## src/rtl/ft_ctrl_pkg.sv

```systemverilog
// rtl/ft_ctrl_pkg.sv - shared types and constants for the FT telemetry command controller
package ft_ctrl_pkg;

  typedef enum logic [1:0] {
    ST_IDLE = 2'd0,
    ST_EXEC = 2'd1,
    ST_SEND = 2'd2
  } state_t;

  localparam logic [7:0] OP_NOP    = 8'h00;
  localparam logic [7:0] OP_STATUS = 8'h01;
  localparam logic [7:0] OP_CLEAR  = 8'h02;
  localparam logic [7:0] NAK_TAG   = 8'hEE;

  localparam logic [2:0] LEN_STATUS = 3'd6;
  localparam logic [2:0] LEN_ACK    = 3'd2;

  function automatic logic [2:0] rsp_len(input logic [7:0] op);
    return (op == OP_STATUS) ? LEN_STATUS : LEN_ACK;
  endfunction

endpackage

```

## src/rtl/ft_telem_ctrl.sv

```systemverilog
// rtl/ft_telem_ctrl.sv - FT FIFO command decoder and fixed-length response framer
module ft_telem_ctrl
  import ft_ctrl_pkg::*;
#(
  parameter logic [7:0]  CMD_HDR = 8'hA5,
  parameter logic [15:0] RSP_HDR = 16'h5AA5
) (
  input  logic        clk_128M,
  input  logic        rst_128M,
  input  logic [15:0] ui_dout,
  input  logic        ui_dout_empty,
  output logic        ui_dout_get,
  output logic [15:0] ui_din,
  output logic [1:0]  ui_din_be,
  output logic        ui_din_valid,
  input  logic        ui_din_full,
  input  logic [31:0] total_packets,
  input  logic [31:0] mismatch_packets,
  input  logic        okay_led,
  input  logic        link_count_okay,
  output logic        reset_counters,
  output logic        busy
);

  state_t      r_state;
  state_t      w_next_state;
  logic [7:0]  r_op;
  logic [7:0]  r_drop_cnt;
  logic [31:0] r_total;
  logic [31:0] r_mismatch;
  logic [15:0] r_flags;
  logic [2:0]  r_idx;
  logic [15:0] r_din;
  logic        r_din_valid;
  logic        r_reset_counters;

  logic        w_pop;
  logic        w_is_cmd;
  logic        w_last;
  logic [2:0]  w_idx_sel;
  logic [15:0] w_word_sel;

  assign w_pop    = ui_dout_get && !ui_dout_empty;
  assign w_is_cmd = (ui_dout[15:8] == CMD_HDR);
  assign w_last   = (r_idx == rsp_len(r_op) - 3'd1);

  // EXEC preloads word 0; in SEND the register is loaded with the word after the one being accepted.
  assign w_idx_sel = (r_state == ST_EXEC) ? 3'd0 : r_idx + 3'd1;

  always_comb begin
    w_word_sel = 16'h0000;
    case (w_idx_sel)
      3'd0: w_word_sel = RSP_HDR;
      3'd1: begin
        if (r_op == OP_STATUS)     w_word_sel = r_total[31:16];
        else if (r_op == OP_CLEAR) w_word_sel = 16'h0002;
        else                       w_word_sel = {NAK_TAG, r_op};
      end
      3'd2: w_word_sel = r_total[15:0];
      3'd3: w_word_sel = r_mismatch[31:16];
      3'd4: w_word_sel = r_mismatch[15:0];
      3'd5: w_word_sel = r_flags;
      default: w_word_sel = 16'h0000;
    endcase
  end

  always_ff @(posedge clk_128M or posedge rst_128M) begin
    if (rst_128M) r_state <= ST_IDLE;
    else          r_state <= w_next_state;
  end

  always_comb begin
    w_next_state = r_state;
    case (r_state)
      ST_IDLE: if (w_pop && w_is_cmd) w_next_state = ST_EXEC;
      ST_EXEC: w_next_state = (r_op == OP_NOP) ? ST_IDLE : ST_SEND;
      ST_SEND: if (!ui_din_full && w_last) w_next_state = ST_IDLE;
      default: w_next_state = ST_IDLE;
    endcase
  end

  always_comb begin
    ui_dout_get = (r_state == ST_IDLE) && !ui_dout_empty;
    busy        = (r_state != ST_IDLE);
  end

  always_ff @(posedge clk_128M or posedge rst_128M) begin
    if (rst_128M) begin
      r_op             <= 8'h00;
      r_drop_cnt       <= 8'h00;
      r_total          <= 32'h0;
      r_mismatch       <= 32'h0;
      r_flags          <= 16'h0;
      r_idx            <= 3'd0;
      r_din            <= 16'h0;
      r_din_valid      <= 1'b0;
      r_reset_counters <= 1'b0;
    end else begin
      r_reset_counters <= 1'b0;
      case (r_state)
        ST_IDLE: begin
          if (w_pop) begin
            if (w_is_cmd)                r_op <= ui_dout[7:0];
            else if (r_drop_cnt != 8'hFF) r_drop_cnt <= r_drop_cnt + 8'd1;
          end
        end
        ST_EXEC: begin
          if (r_op == OP_STATUS) begin
            r_total    <= total_packets;
            r_mismatch <= mismatch_packets;
            r_flags    <= {r_drop_cnt, 6'b0, link_count_okay, okay_led};
          end
          if (r_op == OP_CLEAR) begin
            r_reset_counters <= 1'b1;
            r_drop_cnt       <= 8'h00;
          end
          if (r_op != OP_NOP) begin
            r_idx       <= 3'd0;
            r_din       <= w_word_sel;
            r_din_valid <= 1'b1;
          end
        end
        ST_SEND: begin
          if (!ui_din_full) begin
            if (w_last) begin
              r_idx       <= 3'd0;
              r_din       <= 16'h0;
              r_din_valid <= 1'b0;
            end else begin
              r_idx <= r_idx + 3'd1;
              r_din <= w_word_sel;
            end
          end
        end
        default: ;
      endcase
    end
  end

  assign ui_din         = r_din;
  assign ui_din_valid   = r_din_valid;
  assign ui_din_be      = 2'b11;
  assign reset_counters = r_reset_counters;

endmodule

```

## config.mk

```make
export PLATFORM = sky130hd
export DESIGN_NAME = ft_telem_ctrl
export DESIGN_NICKNAME = d
export VERILOG_FILES = /design/src/rtl/ft_ctrl_pkg.sv /design/src/rtl/ft_telem_ctrl.sv
export SDC_FILE = /design/constraint.sdc
export NUM_CORES = 1
export LEC_CHECK = 0
export ABC_AREA = 1
export BUFFER_PORTS_ARGS = -buffer_cell sky130_fd_sc_hd__buf_4
export CORE_ASPECT_RATIO = 1.5
export CORE_MARGIN = 2
export CORE_UTILIZATION = 60
export DETAILED_ROUTE_END_ITERATION = 8
export GPL_TIMING_DRIVEN = 0
export PLACE_DENSITY = 0.9
export SLEW_MARGIN = 20
export SYNTH_ARGS = -nofsm -noshare
export SYNTH_HDL_FRONTEND = slang
export SYNTH_SLANG_ARGS = --single-unit
```

## constraint.sdc

```tcl
create_clock -name clk_128M -period 11.6 [get_ports clk_128M]
set_input_delay 2.32 -clock clk_128M [delete_from_list [all_inputs] [get_ports clk_128M]]
set_output_delay 2.32 -clock clk_128M [all_outputs]
set_load 0.01 [all_outputs]
```

======== Word-level counts from Yosys, hierarchy flattened ========
Cells that the tools add are included.
word-level totals
  logic and storage cells ................. 81
  input bits .............................. 86
  output and inout port bits .............. 22
  flip-flop bits (word level) ............. 113
cells by class
  reductions and logical operators ........ 19
  $add $sub $neg .......................... 3
  multiplexer cells ....................... 28
  eq/ne operators ......................... 21
operator list
  operator             count
  $pmux 16 s6          1
  $mux 16              5
  $mux 8               4
  $pmux 16 s2          1
  $pmux 8 s2           1
  $mux 3               5
  $ne 2x2->1 const B   6
  $add 8x1->8 const B  1
  $eq 8x1->1 const B   1
  $eq 8x2->1 const B   1
  $eq 8x8->1 const B   1
  $logic_not 8->1      1
  $ne 8x8->1 const B   1
  $reduce_bool 8->1    1
  $eq 3x2->1 const B   2
  $eq 3x3->1 const B   2
  $mux 2               3
  $ne 2x1->1 const B   3
  $pmux 2 s3           1
  $pmux 3 s2           1
  $reduce_and 3->1     2
  $reduce_bool 2->1    3
  $mux 1               5
  $reduce_and 5->1     1
  13 further kinds     18

======== Depth between registers and ports, before layout ========
Gate-level depths: netlist of run 1.
  depth in word-level cells ............... 7
  gate-level depth with buffers ........... 12
  mapped depth without buffers ............ 12

======== Worst setup path after synthesis of run 1 ========
Ideal clock, no wire load.
  kind .................................... input to output
  from .................................... in ui_dout_empty
  to ...................................... out ui_dout_get
  stages .................................. 1
  data required time ...................... 9.280 ns
  slack ................................... 6.791 ns
  buffers on the path ..................... 0
  arrival time ............................ 2.489 ns
  path through ............................ nor2_1
between the ends
  longest elaborated chain between the ends .. 2
RTL lines
  element             line                 source
  start: declaration  ft_telem_ctrl.sv:11  input logic ui_dout_empty,
  $logic_not 1->1     ft_telem_ctrl.sv:83  ui_dout_get = (r_state == ST_IDLE) && !ui_dout_empty;
  $logic_and 1x1->1   ft_telem_ctrl.sv:83
  end: declaration    ft_telem_ctrl.sv:12  output logic ui_dout_get,
No other way between the ends.

======== Worst setup path after layout of run 1 ========
Same ends and word-level chain as after synthesis.

==> results of run 1 <==
## power groups by stage
stage	registers [mW]	clock network, mW	logic [mW]
after detailed placement	0.499	0	0.496
after CTS	0.494	0.511	0.506
after global placement	0.497	0	0.479
after global routing	0.500	0.528	0.564
final	0.496	0.507	0.512
after floorplan	0.498	0	0.327
## state kept, by name (all words and copies together), names as in the netlist
signal          count
r_idx               3
r_op                8
r_flags            10
r_mismatch         32
r_state             2
reset_counters      1
r_drop_cnt          8
r_total            32
ui_din_valid        1
ui_din             16
## worst paths after layout
path | from | end | slack [ns]
worst min register to register | r_flags[9] | r_flags[9] | 0.50
worst min-delay path | r_flags[9] | r_flags[9] | 0.50
min in group asynchronous | rst_128M | r_total[9] | 1.95
worst max-delay path | ui_dout_empty | ui_dout_get | 6.61
max in group asynchronous | rst_128M | r_total[21] | 8.97
worst max register to register | r_idx[0] | ui_din[5] | 9.55
## cell families after synthesis
logic type | count (synthesis)
simple gates | 315
mux | 47
xor+xnor | 4
fa+ha+maj | 3
buf+inv | 82
flops | 113
compound gates | 61
other cells | 1
## stage by stage
stage / setup WS (ns) / cells / hold slack, ns
after floorplan: 6.29 / 627 / 0.453
after global placement: 5.16 / 847 / 0.489
after detailed placement: 6.61 / 848 / 0.491
after CTS: 6.61 / 878 / 0.508
after global routing: 6.56 / 878 / 0.520
final: 6.61 / 878 / 0.504
## routing by layer
metal	vias up	track usage [%]	part of all wire [%]
li1	2264	-	-
met4	0	18.1	5.6
met1	2329	34.2	37
met2	224	50.2	52
met3	57	6.10	5.3
met5	-	0	0
## cell usage in the layout, fill, tap and decap left out, drive strengths merged
| master | instances |
|---|---|
| ha | 3 |
| nand4 | 2 |
| or2 | 1 |
| xor2 | 4 |
| inv | 56 |
| o211ai | 4 |
| o21a | 1 |
| nor2 | 74 |
| clkbuf | 27 |
| nor3 | 8 |
| conb | 2 |
| o22ai | 2 |
| o21ai | 30 |
| mux2 | 47 |
| buf | 127 |
| bufinv | 3 |
| nor4 | 1 |
| nand2 | 169 |
| dfrtp | 113 |
| a21oi | 23 |
| a21boi | 1 |
| clkinv | 5 |
| nand3 | 60 |
## worst register-to-register path, stage by stage (launching register included)
cell	delay (ns)
sky130_fd_sc_hd__dfrtp_1	0.42
sky130_fd_sc_hd__ha_1	0.43
sky130_fd_sc_hd__inv_2	0.11
sky130_fd_sc_hd__nand3_2	0.15
sky130_fd_sc_hd__nor2_4	0.07
sky130_fd_sc_hd__buf_6	0.15
sky130_fd_sc_hd__nand2_1	0.06
sky130_fd_sc_hd__nand2_1	0.05
sky130_fd_sc_hd__nor2_1	0.28
sky130_fd_sc_hd__nand2_1	0.08
sky130_fd_sc_hd__nand2_1	0.08
sky130_fd_sc_hd__nand2_1	0.05
## cell type report
| class | count | area [µm²] |
|---|---|---|
| clock buffers | 23 | 458 |
| fillers | 623 | 2230 |
| flip-flops and latches | 113 | 2830 |
| multi-input cells | 432 | 2570 |
| plain buffers | 25 | 198 |
| repair buffers | 106 | 816 |
| well taps | 115 | 144 |
| clock inverters | 7 | 110 |
| inverters | 57 | 223 |
==> tab_implementation.tex, run 1 <==
\begin{tabular}{lr}
\hline
Metric & Value \\
\hline
\multicolumn{2}{l}{\textbf{Clock network}} \\
Clock Pin Slew Worst Setup and Hold Paths & $\sim$0.050 ns \\
Clock H-tree levels & 4 \\
Number of buffers inserted to repair setup after CTS & 0 \\
Number of buffers created by CTS & 17 \\
Clock Latency Late Sink & between 0.4 and 0.5 ns \\
Clk buf depth & 2 \\
Resize count post-CTS & 0 \\
TritonCTS sink count & between 100 and 150 \\
Clock tree root buffer cell & sky130\_fd\_sc\_hd\_\_clkbuf\_16 \\
Clock tree from TritonCTS & built \\
Post-cts hold buffer count & 0 \\
\multicolumn{2}{l}{\textbf{STA}} \\
Least-Margin Pin Slew & between 0.5 and 0.6 ns \\
RSZ-0062 raised after global routing & no \\
Highest attainable clock frequency & between 200 and 250 MHz \\
Final count of pins violating max slew & 0 \\
Post-layout min period & 4.99 ns \\
Final hold viol count & 0 \\
Worst Clk Skew & about 0.0095 ns \\
Share of the cycle needed by the critical path after routing & a little over two fifths \\
Rel. slew slack & about two thirds \\
Final setup TNS & 0 ns \\
Final setup violation count & 0 \\
\multicolumn{2}{l}{\textbf{Placement}} \\
Last weighted congestion value of the routability-driven placer & 0.882 \\
Placed Area & 6780 µm² \\
Half-perimeter wire length after placement & 11000 µm \\
Port bufs & roughly 110 \\
\multicolumn{2}{l}{\textbf{Worst setup path}} \\
Critical Path End Type & primary output \\
Depth of the most critical reg-to-reg path & 11 \\
Sequence of cells on the critical path & buf\_4 > nor2\_1 > buf\_4 \\
Data required, critical path & 9.28 ns \\
Delay of the slowest cell on the worst path & 0.13 ns \\
Maximum net fanout on the critical path & 3 \\
Critical path type & in -> out \\
Bufs and invs on worst path & 2 \\
Most common cell type on the critical path & sky130\_fd\_sc\_hd\_\_buf\_4 \\
WP depth & 3 \\
Cell type group with the largest total delay on the critical path & buffers and inverters \\
Crit path arrival time & around 2.7 ns \\
Startpoint type of the worst setup path & primary input \\
Crit path max-delay cell type & sky130\_fd\_sc\_hd\_\_buf\_4 \\
\multicolumn{2}{l}{\textbf{Power and ir drop}} \\
Combinational share of power & between 30\% and 40\% \\
Pleak & $\sim$3.8 nW \\
Clock network power share & 33.5\% \\
Max VDD drop & between 0.15 and 0.2 mV \\
Switching power & approximately 530 µW \\
Power per cell area & a little over 200 nW/µm² \\
Sequential fraction of design power & around a third \\
Sum of internal, switching and leakage power & 1.52 mW \\
Switching portion of total power & between 30\% and 40\% \\
Cell-internal power & roughly 980 µW \\
\multicolumn{2}{l}{\textbf{Flow run}} \\
Number of maximum-capacitance violations & 0 \\
\multicolumn{2}{l}{\textbf{Run status}} \\
Outcome & complete, no violations \\
\multicolumn{2}{l}{\textbf{Logic synthesis}} \\
Netlist Area Pre-Place & roughly 5800 µm² \\
Post-synth EDFFs & 0 \\
Cell taking the most area after synthesis & sky130\_fd\_sc\_hd\_\_dfrtp\_1 \\
Sequential area share after synthesis & between 40\% and 50\% \\
Simple-gate share of the synthesized area & roughly a quarter \\
Share of synthesized area spent on multiplexers & a little under an eighth \\
Number of warnings issued by yosys & 0 \\
Synth area leaders & sky130\_fd\_sc\_hd\_\_dfrtp\_1 (49\%), sky130\_fd\_sc\_hd\_\_nand2\_1 (10\%), sky130\_fd\_sc\_hd\_\_mux2\_4 (8.8\%) \\
Post-synthesis share of cell area spent on xor and xnor gates & less than 1\% \\
Adder and majority gate portion of the synthesized area & less than 1\% \\
Area share of the leading cell type in the synthesized netlist & approximately 49\% \\
Mean cell area of the mapped netlist & 9.28 µm² \\
Async set-reset flop share out of synthesis & 100\% \\
Flip-flop cell with the highest count after synthesis & sky130\_fd\_sc\_hd\_\_dfrtp\_1 \\
Most frequently used cell type in the post-synthesis netlist & sky130\_fd\_sc\_hd\_\_nand2\_1 \\
Total of flip-flops plus latches after synthesis & around 110 \\
Number of instances in the synthesized netlist & around 630 \\
Number of distinct library cell variants in the gate-level netlist after synthesis & 36 \\
Main combinational cell family by area after synthesis & simple AND/OR/NAND/NOR gates \\
Leading cell types by count after synthesis & sky130\_fd\_sc\_hd\_\_nand2\_1 (155), sky130\_fd\_sc\_hd\_\_dfrtp\_1 (113), sky130\_fd\_sc\_hd\_\_nor2\_1 (64) \\
Compound-Gate Fraction of Synth Area & 7.23\% \\
\multicolumn{2}{l}{\textbf{Global routing}} \\
Wire length of the first global-routing pass & between 20000 and 25000 µm \\
Total track usage & between 20\% and 30\% \\
Initial antenna violation count & 0 \\
Vias in the first global route & 5165 \\
Global route overflow & 0 \\
Maximum number of pins on one net before global-route repair & 59 \\
\multicolumn{2}{l}{\textbf{Die}} \\
Starting utilization of the core area & 60.7\% \\
Die Y-Extent & 125 µm \\
Die area & about 11000 µm² \\
Die span in x & between 80 and 90 µm \\
Core area & 9580 µm² \\
Boundary Pins & between 100 and 150 \\
Standard-cell rows & 44 \\
\multicolumn{2}{l}{\textbf{Finish}} \\
Share of the core filled with cells in the final layout & 76.7\% \\
Area overhead of the layout relative to synthesis & 26.4\% \\
Net count of the finished layout & roughly 840 \\
Antenna diode count & 0 \\
Final instance area & 7350 µm² \\
Share of post-route cells with drive strength above 1 & 34.3\% \\
\multicolumn{2}{l}{\textbf{Detailed routing}} \\
Wire per inst & around 17 µm \\
Total Routed Length & about 15000 µm \\
Antenna viol nets, final & 0 \\
TritonRoute pass-1 iters & 5 \\
Post-route DRC violation count & 0 \\
Via density per instance & roughly 5.6 \\
First DRT Iteration DRCs & 380 \\
Via count & roughly 4.9k \\
\multicolumn{2}{l}{\textbf{Min path}} \\
Worst hold path cell count & 2 \\
Class of the worst hold path & reg -> reg \\
\hline
\end{tabular}
Note: power is estimated with default switching activity, not from simulation.
==> run 2: changes to the inputs <==
- CORE_UTILIZATION: 60 -> 56
- PLACE_DENSITY: 0.9 -> 0.85
- clock period: 11.6 -> 4.75 ns (I/O delays scaled with it)
==> run 2 against run 1 <==
Count of clock-buffer cells in the layout down 4. Total power rose to 2.6 times the previous value. Final cell count up 0.46%. Setup slack worse by 4.1 ns. Via count down 0.29%. Highest routed layer unchanged. Critical endpoint unchanged. Sequential cell count unchanged. Combinational power up 140%.
==> tab_implementation.tex, run 2 (synthesis results as in run 1) <==
\begin{tabular}{lr}
\hline
Metric & Value \\
\hline
\multicolumn{2}{l}{\textbf{Clock network}} \\
Clock H-tree levels & 4 (unchanged) \\
Number of buffers inserted to repair setup after CTS & 0 (unchanged) \\
Clock tree root buffer cell & sky130\_fd\_sc\_hd\_\_clkbuf\_16 (unchanged) \\
TritonCTS sink count & 113 (unchanged) \\
Post-cts hold buffer count & 0 (unchanged) \\
Resize count post-CTS & 0 (unchanged) \\
Clk buf depth & 2 (unchanged) \\
Clock Pin Slew Worst Setup and Hold Paths & 0.05 ns (about the same) \\
Number of buffers created by CTS & 17 (unchanged) \\
Clock Latency Late Sink & 0.41 ns (was 0.42 ns) \\
Clock tree from TritonCTS & built (unchanged) \\
\multicolumn{2}{l}{\textbf{Detailed routing}} \\
Post-route DRC violation count & 0 (unchanged) \\
Via density per instance & 5.51 (was 5.55) \\
Total Routed Length & 15300 µm (was 14900 µm) \\
Wire per inst & 17.4 µm (was 17.0 µm) \\
TritonRoute pass-1 iters & 5 (unchanged) \\
First DRT Iteration DRCs & 342 (was 380) \\
Antenna viol nets, final & 0 (unchanged) \\
Via count & 4860 (was 4874) \\
\multicolumn{2}{l}{\textbf{Die}} \\
Die span in x & 87.2 µm (was 84.4 µm) \\
Die Y-Extent & 129 µm (was 125 µm) \\
Core area & 10100 µm² (was 9580 µm²) \\
Standard-cell rows & 45 (was 44) \\
Starting utilization of the core area & 57.3\% (was 60.7\%) \\
Boundary Pins & 108 (unchanged) \\
Die area & 11200 µm² (was 10500 µm²) \\
\multicolumn{2}{l}{\textbf{Worst setup path}} \\
Crit path arrival time & 1.30 ns (was 2.67 ns) \\
Sequence of cells on the critical path & buf\_4 > nor2\_1 > buf\_4 (unchanged) \\
Startpoint type of the worst setup path & primary input (unchanged) \\
Crit path max-delay cell type & sky130\_fd\_sc\_hd\_\_buf\_4 (unchanged) \\
Most common cell type on the critical path & sky130\_fd\_sc\_hd\_\_buf\_4 (unchanged) \\
Critical Path End Type & primary output (unchanged) \\
Data required, critical path & 3.80 ns (was 9.28 ns) \\
Critical path type & in -> out (unchanged) \\
Delay of the slowest cell on the worst path & 0.13 ns (about the same) \\
Maximum net fanout on the critical path & 3 (unchanged) \\
\multicolumn{2}{l}{\textbf{Finish}} \\
Number of fillers in the final layout & 698 (was 623) \\
Share of post-route cells with drive strength above 1 & 35.2\% (was 34.3\%) \\
Antenna diode count & 0 (unchanged) \\
Non-filler cells, final & 882 (was 878) \\
Net count of the finished layout & 841 (unchanged) \\
Final instance area & 7470 µm² (was 7350 µm²) \\
Commonest cells after routing, fill and taps aside & sky130\_fd\_sc\_hd\_\_nand2\_1 (155), sky130\_fd\_sc\_hd\_\_dfrtp\_1 (113), sky130\_fd\_sc\_hd\_\_buf\_4 (111) (unchanged) \\
Area overhead of the layout relative to synthesis & 28.5\% (was 26.4\%) \\
Most frequent standard cell in the layout excluding fill and tap cells & sky130\_fd\_sc\_hd\_\_nand2\_1 (unchanged) \\
\multicolumn{2}{l}{\textbf{Global routing}} \\
Vias in the first global route & 5012 (was 5165) \\
Total track usage & 28.9\% (was 29.7\%) \\
Global route overflow & 0 (unchanged) \\
Initial antenna violation count & 0 (unchanged) \\
Wire length of the first global-routing pass & 24700 µm (was 24400 µm) \\
Maximum number of pins on one net before global-route repair & 62 (was 59) \\
\multicolumn{2}{l}{\textbf{STA}} \\
Worst Hold Slack & 0.506 ns (was 0.504 ns) \\
Final hold viol count & 0 (unchanged) \\
RSZ-0062 raised after global routing & no (unchanged) \\
Highest attainable clock frequency & approximately 440 MHz \\
Worst Clk Skew & 0.00560 ns (was 0.00949 ns) \\
Share of the cycle needed by the critical path after routing & between 40 and 50\% \\
Rel. slew slack & 64.4\% (was 64.8\%) \\
Final count of pins violating max slew & 0 (unchanged) \\
Least-Margin Pin Slew & 0.530 ns (was 0.527 ns) \\
Final setup violation count & 0 (unchanged) \\
Post-layout min period & around 2.2 ns \\
\multicolumn{2}{l}{\textbf{Power and ir drop}} \\
Max VDD drop & 0.413 mV (was 0.153 mV) \\
Sum of internal, switching and leakage power & 3.93 mW (was 1.52 mW) \\
Pleak & 3.84 nW (was 3.80 nW) \\
Power per cell area & 526 nW/µm² (was 206 nW/µm²) \\
\multicolumn{2}{l}{\textbf{Run status}} \\
Outcome & complete, no violations (unchanged) \\
\multicolumn{2}{l}{\textbf{Placement}} \\
Half-perimeter wire length after placement & 11000 µm (about the same) \\
Last weighted congestion value of the routability-driven placer & 0.886 (was 0.882) \\
Post-Place Cells & 850 (was 848) \\
Port bufs & 105 (unchanged) \\
Placed Area & 6780 µm² (about the same) \\
\multicolumn{2}{l}{\textbf{Flow run}} \\
Number of maximum-capacitance violations & 0 (unchanged) \\
\multicolumn{2}{l}{\textbf{Min path}} \\
Class of the worst hold path & reg -> reg (unchanged) \\
\hline
\end{tabular}
==> run 2: layout make-up <==
class	count	area, µm²	share of cell area [%]
buffer	25	198	2.65
multi-input combinational	432	2570	34.4
clock buffer	19	453	6.06
inverter	57	223	2.98
tap	117	146	1.96
timing repair buffer	106	816	10.9
clock inverter	13	233	3.12
sequential	113	2830	37.9
==> run 2: worst paths after layout <==
| kind | cells after the start | slack [ns] | endpoint | start |
|---|---|---|---|---|
| setup / recovery | 3 | 2.50 | ui_dout_get | ui_dout_empty |
| hold / removal | 2 | 0.51 | r_flags[14] | r_flags[14] |
| setup reg to reg | 11 | 2.68 | ui_din[7] | r_idx[0] |
| hold reg to reg | 2 | 0.51 | r_flags[14] | r_flags[14] |
| max in group asynchronous | 3 | 3.51 | ui_din[5] | rst_128M |
| min in group asynchronous | 2 | 0.58 | r_mismatch[31] | rst_128M |
==> run 2: worst max-delay path: cells and delay by family <==
kind          cells  cell delay [ns]
buf+inv           2             0.25
simple gates      1             0.10
==> run 2: metal layers <==
metal / track usage, % / vias up / part of all wire [%]
met1: 32.8 / 2380 / 37
met5: 0 / - / 0
met4: 16.1 / 0 / 4.5
li1: - / 2262 / -
met3: 5.20 / 42 / 4.1
met2: 50.7 / 176 / 54
==> run 2: stage by stage <==
stage / worst slack (ns) / TNS, ns / util (%)
2_1_floorplan: 0.813 / 0 / -
3_5_place_dp: 2.50 / 0 / 66.9
6_report: 2.50 / 0 / 73.7
3_3_place_gp: -0.303 / -33.71 / 66.6
4_1_cts: 2.50 / 0 / 73.7
5_1_grt: 2.48 / 0 / 73.7
==> run 2: power by group <==
part	switching, mW	internal (mW)	total, mW	leakage [nW]
logic	0.764	0.481	1.24	2.17
registers	0.113	1.10	1.21	1.35
clock network	0.460	1.01	1.47	0.321
total	1.34	2.59	3.93	3.84
